==> src/rtl/spi_slave_pkg.sv <==
`default_nettype none
// +--------------------------------------------------------------------------+
// | spi_slave_pkg: SPI register-slave frame layout, R/W encoding and states.  |
// | Revision: 1.0                                                             |
// +--------------------------------------------------------------------------+
package spi_slave_pkg;

  localparam int c_FRAME_BITS   = 16;
  localparam int c_HDR_BITS     = 8;
  localparam int c_FRM_RW_BIT   = 15;
  localparam int c_FRM_ADDR_LSB = 8;
  localparam int c_HDR_RW_BIT   = c_FRM_RW_BIT - c_FRM_ADDR_LSB;
  localparam int c_ADDR_W       = 7;
  localparam logic c_RW_READ    = 1'b1;
  localparam logic c_RW_WRITE   = 1'b0;

  typedef enum logic [1:0] {
    ST_IDLE    = 2'd0,
    ST_ADDR    = 2'd1,
    ST_DATA    = 2'd2,
    ST_WAIT_CS = 2'd3
  } spi_state_e;

  function automatic logic hdr_is_read(input logic [c_HDR_BITS-1:0] hdr);
    return hdr[c_HDR_RW_BIT] == c_RW_READ;
  endfunction

endpackage
`default_nettype wire

==> src/rtl/sync_ff.sv <==
`default_nettype none
// +--------------------------------------------------------------------------+
// | sync_ff: two-flop synchronizer with a parameterized reset level.          |
// | Revision: 1.0                                                             |
// +--------------------------------------------------------------------------+
module sync_ff #(
  parameter logic RST_VAL = 1'b0
) (
  input  logic clk_i,
  input  logic rst_i,
  input  logic i_d,
  output logic o_q
);

  logic [1:0] r_sync;

  always_ff @(posedge clk_i) begin
    if (rst_i) r_sync <= {2{RST_VAL}};
    else       r_sync <= {r_sync[0], i_d};
  end

  assign o_q = r_sync[1];

endmodule
`default_nettype wire

==> src/rtl/spi_slave_regs.sv <==
`default_nettype none
// +--------------------------------------------------------------------------+
// | spi_slave_regs: SPI mode-3 slave giving read/write access to a register   |
// | file of NUM_REGS bytes.                 Revision: 1.0                     |
// +--------------------------------------------------------------------------+
module spi_slave_regs
  import spi_slave_pkg::*;
#(
  parameter int                    NUM_REGS = 16,
  parameter logic [NUM_REGS*8-1:0] RST_VAL  = '0
) (
  input  logic                  clk_i,
  input  logic                  rst_i,
  input  logic                  spi_cs_i,
  input  logic                  spi_clk_i,
  input  logic                  spi_mosi_i,
  output logic                  spi_miso_o,
  output logic                  spi_miso_t,
  output logic [NUM_REGS*8-1:0] regs_o,
  output logic                  wr_stb_o,
  output logic [6:0]            wr_adr_o,
  output logic [7:0]            wr_dat_o,
  output logic                  frame_err_o
);

  logic w_cs_s, w_sck_s, w_mosi_s;

  sync_ff #(.RST_VAL(1'b1)) u_sync_cs   (.clk_i(clk_i), .rst_i(rst_i), .i_d(spi_cs_i),   .o_q(w_cs_s));
  sync_ff #(.RST_VAL(1'b1)) u_sync_sck  (.clk_i(clk_i), .rst_i(rst_i), .i_d(spi_clk_i),  .o_q(w_sck_s));
  sync_ff #(.RST_VAL(1'b0)) u_sync_mosi (.clk_i(clk_i), .rst_i(rst_i), .i_d(spi_mosi_i), .o_q(w_mosi_s));

  spi_state_e              r_state, w_state_nxt;
  logic [4:0]              r_cnt, w_cnt_nxt, w_cnt_inc;
  logic                    r_cs_d, r_sck_d, r_armed;
  logic [1:0]              r_settle;
  logic [6:0]              r_shift;
  logic [7:0]              w_shift_nxt;
  logic                    r_rw;
  logic [c_ADDR_W-1:0]     r_addr;
  logic [NUM_REGS*8-1:0]   r_regs;
  logic [7:0]              r_miso_sr, w_rd_dat;
  logic                    r_miso_t, r_wr_stb, r_frame_err;
  logic [6:0]              r_wr_adr;
  logic [7:0]              r_wr_dat;
  logic                    w_cs_fall, w_cs_rise, w_sck_rise, w_sck_fall;
  logic                    w_last_bit, w_hdr_ld, w_commit, w_err;

  // A CS falling edge only counts once CS has been seen high after reset,
  // so a frame already in flight across reset is never picked up halfway.
  assign w_cs_fall   = r_armed & r_cs_d & ~w_cs_s;
  assign w_cs_rise   = ~r_cs_d & w_cs_s;
  assign w_sck_rise  = ~r_sck_d & w_sck_s;
  assign w_sck_fall  = r_sck_d & ~w_sck_s;
  assign w_shift_nxt = {r_shift, w_mosi_s};
  assign w_cnt_inc   = (r_cnt == 5'h1F) ? r_cnt : r_cnt + 5'd1;

  always_comb begin
    w_rd_dat = '0;
    for (int i = 0; i < NUM_REGS; i++) begin
      if (w_shift_nxt[6:0] == i[6:0]) w_rd_dat = r_regs[i*8 +: 8];
    end
  end

  always_ff @(posedge clk_i) begin
    if (rst_i) begin
      r_state <= ST_IDLE;
      r_cnt   <= '0;
    end else begin
      r_state <= w_state_nxt;
      r_cnt   <= w_cnt_nxt;
    end
  end

  always_comb begin
    w_state_nxt = r_state;
    w_cnt_nxt   = r_cnt;
    w_hdr_ld    = 1'b0;
    w_commit    = 1'b0;
    w_err       = 1'b0;
    w_last_bit  = w_sck_rise && (r_cnt == 5'(c_FRAME_BITS - 1));
    unique case (r_state)
      ST_IDLE: begin
        if (w_cs_fall) begin
          w_state_nxt = ST_ADDR;
          w_cnt_nxt   = '0;
        end
      end
      ST_ADDR: begin
        if (w_sck_rise) begin
          w_cnt_nxt = w_cnt_inc;
          if (r_cnt == 5'(c_HDR_BITS - 1)) begin
            w_hdr_ld    = 1'b1;
            w_state_nxt = ST_DATA;
          end
        end
      end
      ST_DATA: begin
        if (w_sck_rise) begin
          w_cnt_nxt = w_cnt_inc;
          if (w_last_bit) begin
            w_commit    = (r_rw == c_RW_WRITE) && (int'(r_addr) < NUM_REGS);
            w_state_nxt = ST_WAIT_CS;
          end
        end
      end
      ST_WAIT_CS: begin
        // Saturating count means the overrun flag fires on bit 17 only.
        if (w_sck_rise) begin
          w_cnt_nxt = w_cnt_inc;
          w_err     = (r_cnt == 5'(c_FRAME_BITS));
        end
      end
      default: w_state_nxt = ST_IDLE;
    endcase
    if (w_cs_rise) begin
      w_state_nxt = ST_IDLE;
      w_hdr_ld    = 1'b0;
      if ((r_state == ST_ADDR) || ((r_state == ST_DATA) && !w_last_bit)) w_err = 1'b1;
    end
  end

  always_ff @(posedge clk_i) begin
    if (rst_i) begin
      r_cs_d      <= 1'b1;
      r_sck_d     <= 1'b1;
      r_settle    <= '0;
      r_armed     <= 1'b0;
      r_shift     <= '0;
      r_rw        <= 1'b0;
      r_addr      <= '0;
      r_regs      <= RST_VAL;
      r_miso_sr   <= '0;
      r_miso_t    <= 1'b1;
      r_wr_stb    <= 1'b0;
      r_wr_adr    <= '0;
      r_wr_dat    <= '0;
      r_frame_err <= 1'b0;
    end else begin
      r_cs_d      <= w_cs_s;
      r_sck_d     <= w_sck_s;
      r_wr_stb    <= w_commit;
      r_frame_err <= w_err;
      if (r_settle != 2'd2) r_settle <= r_settle + 2'd1;
      else if (w_cs_s)      r_armed  <= 1'b1;
      if (w_sck_rise && ((r_state == ST_ADDR) || (r_state == ST_DATA))) r_shift <= w_shift_nxt[6:0];
      if (w_commit) begin
        r_wr_adr <= r_addr;
        r_wr_dat <= w_shift_nxt;
        for (int i = 0; i < NUM_REGS; i++) begin
          if (r_addr == i[6:0]) r_regs[i*8 +: 8] <= w_shift_nxt;
        end
      end
      // MSB is held through the falling edge that follows the header.
      if (w_hdr_ld) begin
        r_rw   <= w_shift_nxt[c_HDR_RW_BIT];
        r_addr <= w_shift_nxt[6:0];
        if (hdr_is_read(w_shift_nxt)) begin
          r_miso_sr <= w_rd_dat;
          r_miso_t  <= 1'b0;
        end
      end else if (w_sck_fall && (r_cnt > 5'd8) && (r_state != ST_IDLE)) begin
        r_miso_sr <= {r_miso_sr[6:0], 1'b0};
      end
      if (w_state_nxt == ST_IDLE) begin
        r_miso_t  <= 1'b1;
        r_miso_sr <= '0;
      end
    end
  end

  assign spi_miso_o  = r_miso_sr[7];
  assign spi_miso_t  = r_miso_t;
  assign regs_o      = r_regs;
  assign wr_stb_o    = r_wr_stb;
  assign wr_adr_o    = r_wr_adr;
  assign wr_dat_o    = r_wr_dat;
  assign frame_err_o = r_frame_err;

endmodule
`default_nettype wire

==> config.mk <==
export PLATFORM = sky130hd
export DESIGN_NAME = spi_slave_regs
export DESIGN_NICKNAME = d
export VERILOG_FILES = /design/src/rtl/spi_slave_pkg.sv /design/src/rtl/sync_ff.sv /design/src/rtl/spi_slave_regs.sv
export SDC_FILE = /design/constraint.sdc
export NUM_CORES = 1
export LEC_CHECK = 0
export BUFFER_PORTS_ARGS = -buffer_cell sky130_fd_sc_hd__clkbuf_2
export CORE_ASPECT_RATIO = 0.9
export CORE_MARGIN = 3
export CORE_UTILIZATION = 40
export CTS_CLUSTER_SIZE = 20
export DETAILED_ROUTE_END_ITERATION = 16
export PLACE_DENSITY = 0.69
export SYNTH_ARGS = -nofsm -noshare
export SYNTH_HDL_FRONTEND = slang
export SYNTH_SLANG_ARGS = --single-unit
==> constraint.sdc <==
create_clock -name clk_i -period 2.47 [get_ports clk_i]
set_input_delay 0.247 -clock clk_i [delete_from_list [all_inputs] [get_ports clk_i]]
set_output_delay 0.247 -clock clk_i [all_outputs]
set_load 0.1 [all_outputs]
==> reports/results.txt, run 1 <==
initial antenna violation count: 0
max_cap viols: 0
Power Density: 588 nW/um2
worst vdd ir: 0.374 mV
top sig layer: met4
io pins: 152
Area Growth Syn to Fin: 23.5%
Startpoint Class: flop
area of the mapped netlist: 8380 um2
syn_area_per_cell: 7.90 um2
Synth Flop Type: dfxtp_1
Seq. cell area: 3750 um2
Setup CP Type: reg2reg
slowest CP cell: a2111oi_0
M1 WL: 12,300 um
Fin Setup TNS: 0 ns
shortest period the worst path allows: 2.37 ns
clock tree buffer depth: 2
Cells after Synth: 1,061
met3 WL post-DR: 2090 um
Post-synth EDFFs: 0
largest area contributor in the netlist: dfxtp_1
Post-DRT Antenna Nets: 0
Synth Net Count: 1,076
path depth of the worst reg2reg path: 7
gr ovfl total: 0
H-tree levels: 4
Net Sw Frac: 23.9%
CTS root buf: clkbuf_16
die width: 159 um
CP startpoint: u_sync_mosi.r_sync[1]
Clk pwr share: 46.8%
Initial DRC Count: 890
CTS buffer count: 17
leak pwr: 3.72 nW
final setup vio count: 0
Min-Delay Path Class: in2reg
Clk pin slew, worst setup/hold paths: 0.08 ns
GP Congestion: 0.973
first-pass GRT wire length: 43,200 um
multi-input logic area: 4340 um2
slowest stage delay, CP: 0.52 ns
metal2 WL: 12,700 um
Critical Path End: r_miso_sr[7]
Placed Cells: 1,472
largest net degree at the start of global routing: 136
standard-cell rows: 49
DR vias: 8,314
Die Span Y: 143 um
Reg2Reg Capture Point: r_miso_sr[7]
total global-route track usage: 24.2%
synth unique cells: 68
Data arrival, critical path: 2.69 ns
Synth area leaders: dfxtp_1 (45%), nand2_1 (15%), a21oi_1 (10%)
share of layout cells above drive strength 1: 24.7%
Slew @ Worst Pin: 0.711 ns
vias per cell: 5.51
Pre-Repair DR Iteration Count: 5
CTS tree: done
top-area cell type share of the netlist area: 44.7%
Worst Skew: 0.0137 ns
Routed WL per cell: 18.4 um
Peak Freq: 422 MHz
yosys warns: 0
crit path cell chain: mux2_2 > nor3b_1 > o21ai_0 > a2111oi_0 > buf_4 > a2bb2oi_1 > nor2_1
Die Area: 22,700 um2
final std cells w/o fill: 1,509
Comb power frac: 3.0%
share of power burned in registers: 50.2%
Port-buffer cells: 151
slew margin rel.: 52.6%
endpoints failing hold: 0
critical path endpoint category: flop
effective utilization at floorplan: 41.3%
register area share after synthesis: 44.7%
reg-to-reg critical path startpoint: u_sync_mosi.r_sync[1]
crit path max fanout: 17
vias in the first global route: 7,581
Total Wirelength: 27,700 um
Final Cycle Share: 95.9%
clock latency on the worst-skew pair: 0.44 ns
Net Switching: 1.45 mW
clock sink count: 187
Int Pwr: 4.64 mW
dpl hpwl: 19,600 um
residual DRC count: 0
unrepaired setup endpoints after global routing: no
FFs w/ async S/R, synth: 0%
CORE AREA: 20,300 um2
diode count: 0
status: completed
filler instances: 1,954
max-slew violation count: 0
Yosys reg bits: 187
Final nets: 1,231
R2R Setup Slk: 0.10 ns
WP data required: 2.79 ns
==> cell type report <==
class	count	share of cell area, %
multi-input cells	793	41.9
clock buffers	17	4.11
flip-flops and latches	187	36.3
well taps	280	3.39
clock inverters	15	1.73
repair buffers	209	12.3
inverters	8	0.290
==> kinds of logic after synthesis <==
kind of cell	synth area share (%)
AO/OA/AOI/OAI	17.0
XOR/XNOR	0.314
adder cells (fa/ha/maj)	1.49
buffers and inverters	4.20
flip-flops	44.7
multiplexers	4.94
AND/OR/NAND/NOR	27.4
==> repair_timing <==
| action | in CTS | in global routing |
|---|---|---|
| hold endpoints to repair | 2 | 0 |
| gates resized for setup | 0 | 13 |
| hold buffers | 2 | 0 |
| endpoints found under the setup margin | 0 | 94 |
| buffers inserted | 0 | 3 |
==> worst max-delay path: cells and delay by family, from the launching register on <==
family	cells	cell delay, ns
AO/OA/AOI/OAI	3	0.87
buffers and inverters	1	0.22
flip-flops	1	0.51
multiplexers	1	0.38
AND/OR/NAND/NOR	2	0.28
==> layout by cell type, fill, tap and decap left out, drive strengths merged, types with 15 or more instances in the layout <==
master / n
nor3: 21
clkbuf: 167
nand2: 334
buf: 57
nand3: 21
inv: 16
o21ai: 18
nand2b: 15
dfxtp: 187
a21oi: 176
nor2: 49
==> power groups by stage <==
stage,combinational [mW],clock [mW],sequential (mW)
after global routing,0.203,2.99,3.06
after floorplan,0.140,0,3.12
after detailed placement,0.177,0,3.13
after global placement,0.175,0,3.13
after CTS,0.180,2.89,3.06
final,0.180,2.85,3.06
==> metrics by stage <==
stage / power, mW / hold slack, ns / cell area (um2) / setup WS, ns / util (%)
2_1_floorplan: 3.26 / 0.351 / 8380 / 0.246 / -
3_3_place_gp: 3.30 / 0.399 / 9610 / 0.0874 / 47.3
3_5_place_dp: 3.31 / 0.399 / 9610 / 0.115 / 47.3
4_1_cts: 6.12 / 0.00703 / 10200 / 0.0708 / 50.4
5_1_grt: 6.26 / 0.0199 / 10300 / 0.00298 / 51.0
6_report: 6.09 / 0.0231 / 10300 / 0.101 / 51.0
==> how the worst min path moves through the flow <==
stage	start	end	slack [ns]	depth (start not counted)
3_3_place_gp	u_sync_cs.r_sync[0]	u_sync_cs.r_sync[1]	0.40	1
6_report	spi_mosi_i	u_sync_mosi.r_sync[0]	0.02	2
5_1_grt	spi_mosi_i	u_sync_mosi.r_sync[0]	0.02	2
2_1_floorplan	spi_cs_i	u_sync_cs.r_sync[0]	0.35	1
4_1_cts	spi_mosi_i	u_sync_mosi.r_sync[0]	0.007	2
3_5_place_dp	u_sync_cs.r_sync[0]	u_sync_cs.r_sync[1]	0.40	1
==> state kept, by name (all words and copies together) (netlist names) <==
name	count
wr_stb_o	1
wr_dat_o	8
r_sck_d	1
frame_err_o	1
u_sync_sck.r_sync	2
r_miso_sr	8
r_shift	7
wr_adr_o	7
u_sync_cs.r_sync	2
spi_miso_t	1
r_settle	2
r_state	2
r_cnt	5
r_addr	7
r_rw	1
r_armed	1
u_sync_mosi.r_sync	2
regs_o	128
r_cs_d	1
==> routing by layer <==
| layer | up-vias | GRT usage [%] |
|---|---|---|
| li1 | 3933 | - |
| met1 | 3980 | 35.6 |
| met3 | 38 | 3.76 |
| met4 | 0 | 7.24 |
| met2 | 363 | 36.8 |
| met5 | - | 0 |
==> cells in the mapped netlist (all sizes together) (6+ instances only) <==
master  count
nand2     334
dfxtp     187
a21oi     176
nor2       49
clkbuf     43
buf        30
nand3      21
nor3       21
o21ai      18
nand2b     15
mux2       11
mux2i      11
ha         10
nor3b       9
inv         8
mux4        8
nor2b       8
o22ai       8
nand3b      7
or2         7
nand4       6
nor4        6
No activity file was read; power rests on OpenSTA's default activity.
==> run 2: changes to the inputs <==
--- a/config.mk
+++ b/config.mk
@@ -5,13 +5,13 @@
 export SDC_FILE = /design/constraint.sdc
 export NUM_CORES = 1
 export LEC_CHECK = 0
-export BUFFER_PORTS_ARGS = -buffer_cell sky130_fd_sc_hd__clkbuf_2
 export CORE_ASPECT_RATIO = 0.9
 export CORE_MARGIN = 3
 export CORE_UTILIZATION = 40
 export CTS_CLUSTER_SIZE = 20
 export DETAILED_ROUTE_END_ITERATION = 16
-export PLACE_DENSITY = 0.69
+export DONT_BUFFER_PORTS = 1
+export PLACE_DENSITY = 0.62
 export SYNTH_ARGS = -nofsm -noshare
 export SYNTH_HDL_FRONTEND = slang
 export SYNTH_SLANG_ARGS = --single-unit
==> reports/results.txt, run 2 (same netlist as run 1, synthesis figures left out) <==
Die Area: 22,700 um2 (unchanged)
CTS root buf: clkbuf_16 (unchanged)
filler instances: 1,895 (was 1,954)
Initial DRC Count: 799 (was 890)
endpoints failing hold: 98 (was 0)
R2R Setup Slk: 0.07 ns (was 0.10 ns)
GP Congestion: 0.991 (was 0.973)
reg-to-reg critical path startpoint: r_cnt[0] (was u_sync_mosi.r_sync[1])
Clk pin slew, worst setup/hold paths: 0.07 ns (was 0.08 ns)
Worst Hold Path EP: wr_adr_o[4] (was u_sync_mosi.r_sync[0])
Reg2Reg Capture Point: wr_adr_o[5] (was r_miso_sr[7])
final setup vio count: 0 (unchanged)
Area Growth Syn to Fin: 30.1% (was 23.5%)
WP data required: 2.79 ns (about the same)
status: complete, but fails checks (was completed)
clock sink count: 187 (unchanged)
Slew @ Worst Pin: 0.935 ns (was 0.711 ns)
total global-route track usage: 26.1% (was 24.2%)
Min-Delay Path Class: in2reg (unchanged)
die width: 159 um (unchanged)
Data arrival, critical path: 2.73 ns (was 2.69 ns)
Hold Path Depth: 1 (was 2)
Total Wirelength: 29,700 um (was 27,700 um)
largest net degree at the start of global routing: 178 (was 136)
residual DRC count: 0 (unchanged)
H-tree levels: 4 (unchanged)
clock latency on the worst-skew pair: 0.44 ns (about the same)
Setup CP Type: reg2reg (unchanged)
final hold slack: -0.116 ns (was 0.0231 ns)
effective utilization at floorplan: 41.3% (unchanged)
dpl hpwl: 20,000 um (was 19,600 um)
path depth of the worst reg2reg path: 7 (unchanged)
vias in the first global route: 8,067 (was 7,581)
Routed WL per cell: 19.5 um (was 18.4 um)
commonest cells after routing, fill and taps aside: nand2_1 (333), buf_4 (186), dfxtp_1 (184) (was nand2_1 (334), dfxtp_1 (183), a21oi_1 (174))
Power Density: 571 nW/um2 (was 588 nW/um2)
Finished Core Util: 53.7% (was 51.0%)
clock tree buffer depth: 2 (unchanged)
Final Cycle Share: 97.4% (was 95.9%)
critical path endpoint category: flop (unchanged)
max_cap viols: 0 (unchanged)
vias per cell: 5.55 (was 5.51)
Port-buffer cells: 0 (was 151)
initial antenna violation count: 0 (unchanged)
standard-cell rows: 49 (unchanged)
first-pass GRT wire length: 45,900 um (was 43,200 um)
io pins: 152 (unchanged)
failing checks: negative hold slack
CTS tree: done (unchanged)
crit path max fanout: 15 (was 17)
diode count: 0 (unchanged)
CORE AREA: 20,300 um2 (unchanged)
Post-DRT Antenna Nets: 0 (unchanged)
max FFs per register: 128 (unchanged)
Die Span Y: 143 um (unchanged)
max-slew violation count: 0 (unchanged)
Pre-Repair DR Iteration Count: 5 (unchanged)
leak pwr: 3.92 nW (was 3.72 nW)
share of layout cells above drive strength 1: 23.2% (was 24.7%)
commonest non-fill, non-tap cell in the layout: nand2_1 (unchanged)
slew margin rel.: 37.6% (was 52.6%)
Startpoint Class: flop (unchanged)
shortest period the worst path allows: 2.40 ns (was 2.37 ns)
gr ovfl total: 0 (unchanged)
DR vias: 8,452 (was 8,314)
Peak Freq: 416 MHz (was 422 MHz)
hold_sp: rst_i (was spi_mosi_i)
Worst Skew: 0.0115 ns (was 0.0137 ns)
CTS buffer count: 17 (unchanged)
worst vdd ir: 0.462 mV (was 0.374 mV)
Final nets: 1,244 (was 1,231)
[run 2: cell count changes in the layout (fill, tap and decap cells not counted), sizes merged]
cell and delta:
buf +135, bufinv +2, clkbuf -145, clkinvlp +1, dlygate4sd3 +28, inv -8
[run 2: final cells by class]
cell class	instances	area [um2]	area share (%)
Inverter	8	30.0	0.275
Clock buffer	22	474	4.35
Timing Repair Buffer	222	1820	16.7
Sequential cell	187	3750	34.4
Clock inverter	10	164	1.50
Multi-Input combinational cell	793	4320	39.6
Tap cell	280	350	3.21
[run 2: timing repair]
item / 4_1_cts / 5_1_grt
hold buffers: 29 / 1
endpoints found under the hold margin: 176 / 149
setup buffers: 0 / 4
setup endpoints to repair: 0 / 110
resized for setup: 0 / 10
[run 2: per-layer routing]
layer  global-route usage [%]  vias to the layer above  part of all wire (%)  wire [um]
met2                     40.6                      386                    46      13700
met4                     9.23                        0                   2.6        786
li1                         -                     3952                     -          -
met1                     34.1                     4061                    41      12200
met3                     8.73                       53                    10       2970
met5                        0                        -                     0          0
[run 2: through the flow]
step / total power [mW] / cell area, um2 / std cells / TNS [ns] / setup slack, ns
2_1_floorplan: 3.26 / 8380 / 1061 / 0 / 0.246
3_3_place_gp: 3.25 / 9850 / 1456 / 0 / 0.168
3_5_place_dp: 3.26 / 9850 / 1456 / 0 / 0.110
4_1_cts: 6.25 / 10800 / 1517 / 0 / 0.0163
5_1_grt: 6.41 / 10900 / 1522 / -0.0143 / -0.0143
6_report: 6.23 / 10900 / 1522 / 0 / 0.0652
[run 2: worst max-delay path by stage]
stage | to | from | slack, ns
finish | wr_adr_o[5] | r_cnt[0] | 0.07
global route | wr_adr_o[5] | r_cnt[0] | -0.01
CTS | regs_o[120] | r_cnt[0] | 0.02
detailed placement | regs_o[71] | r_cnt[0] | 0.11
global placement | r_miso_sr[7] | u_sync_mosi.r_sync[1] | 0.17
floorplan | r_miso_sr[2] | regs_o[42] | 0.25
[run 2: critical path: stages, from the launching register on]
cell and delay, ns:
dfxtp_1 0.40, ha_1 0.22, and3_1 0.20, ha_2 0.24, and4_2 0.35, buf_4 0.26
nor3b_1 0.07, dlygate4sd3_1 0.55
[run 2: where the power goes]
part | switching, mW | total [mW] | internal (mW) | leakage [nW]
combinational | 0.0781 | 0.169 | 0.0904 | 2.10
clock | 1.22 | 3.00 | 1.78 | 0.310
sequential | 0.0191 | 3.06 | 3.04 | 1.51
total | 1.32 | 6.23 | 4.91 | 3.92
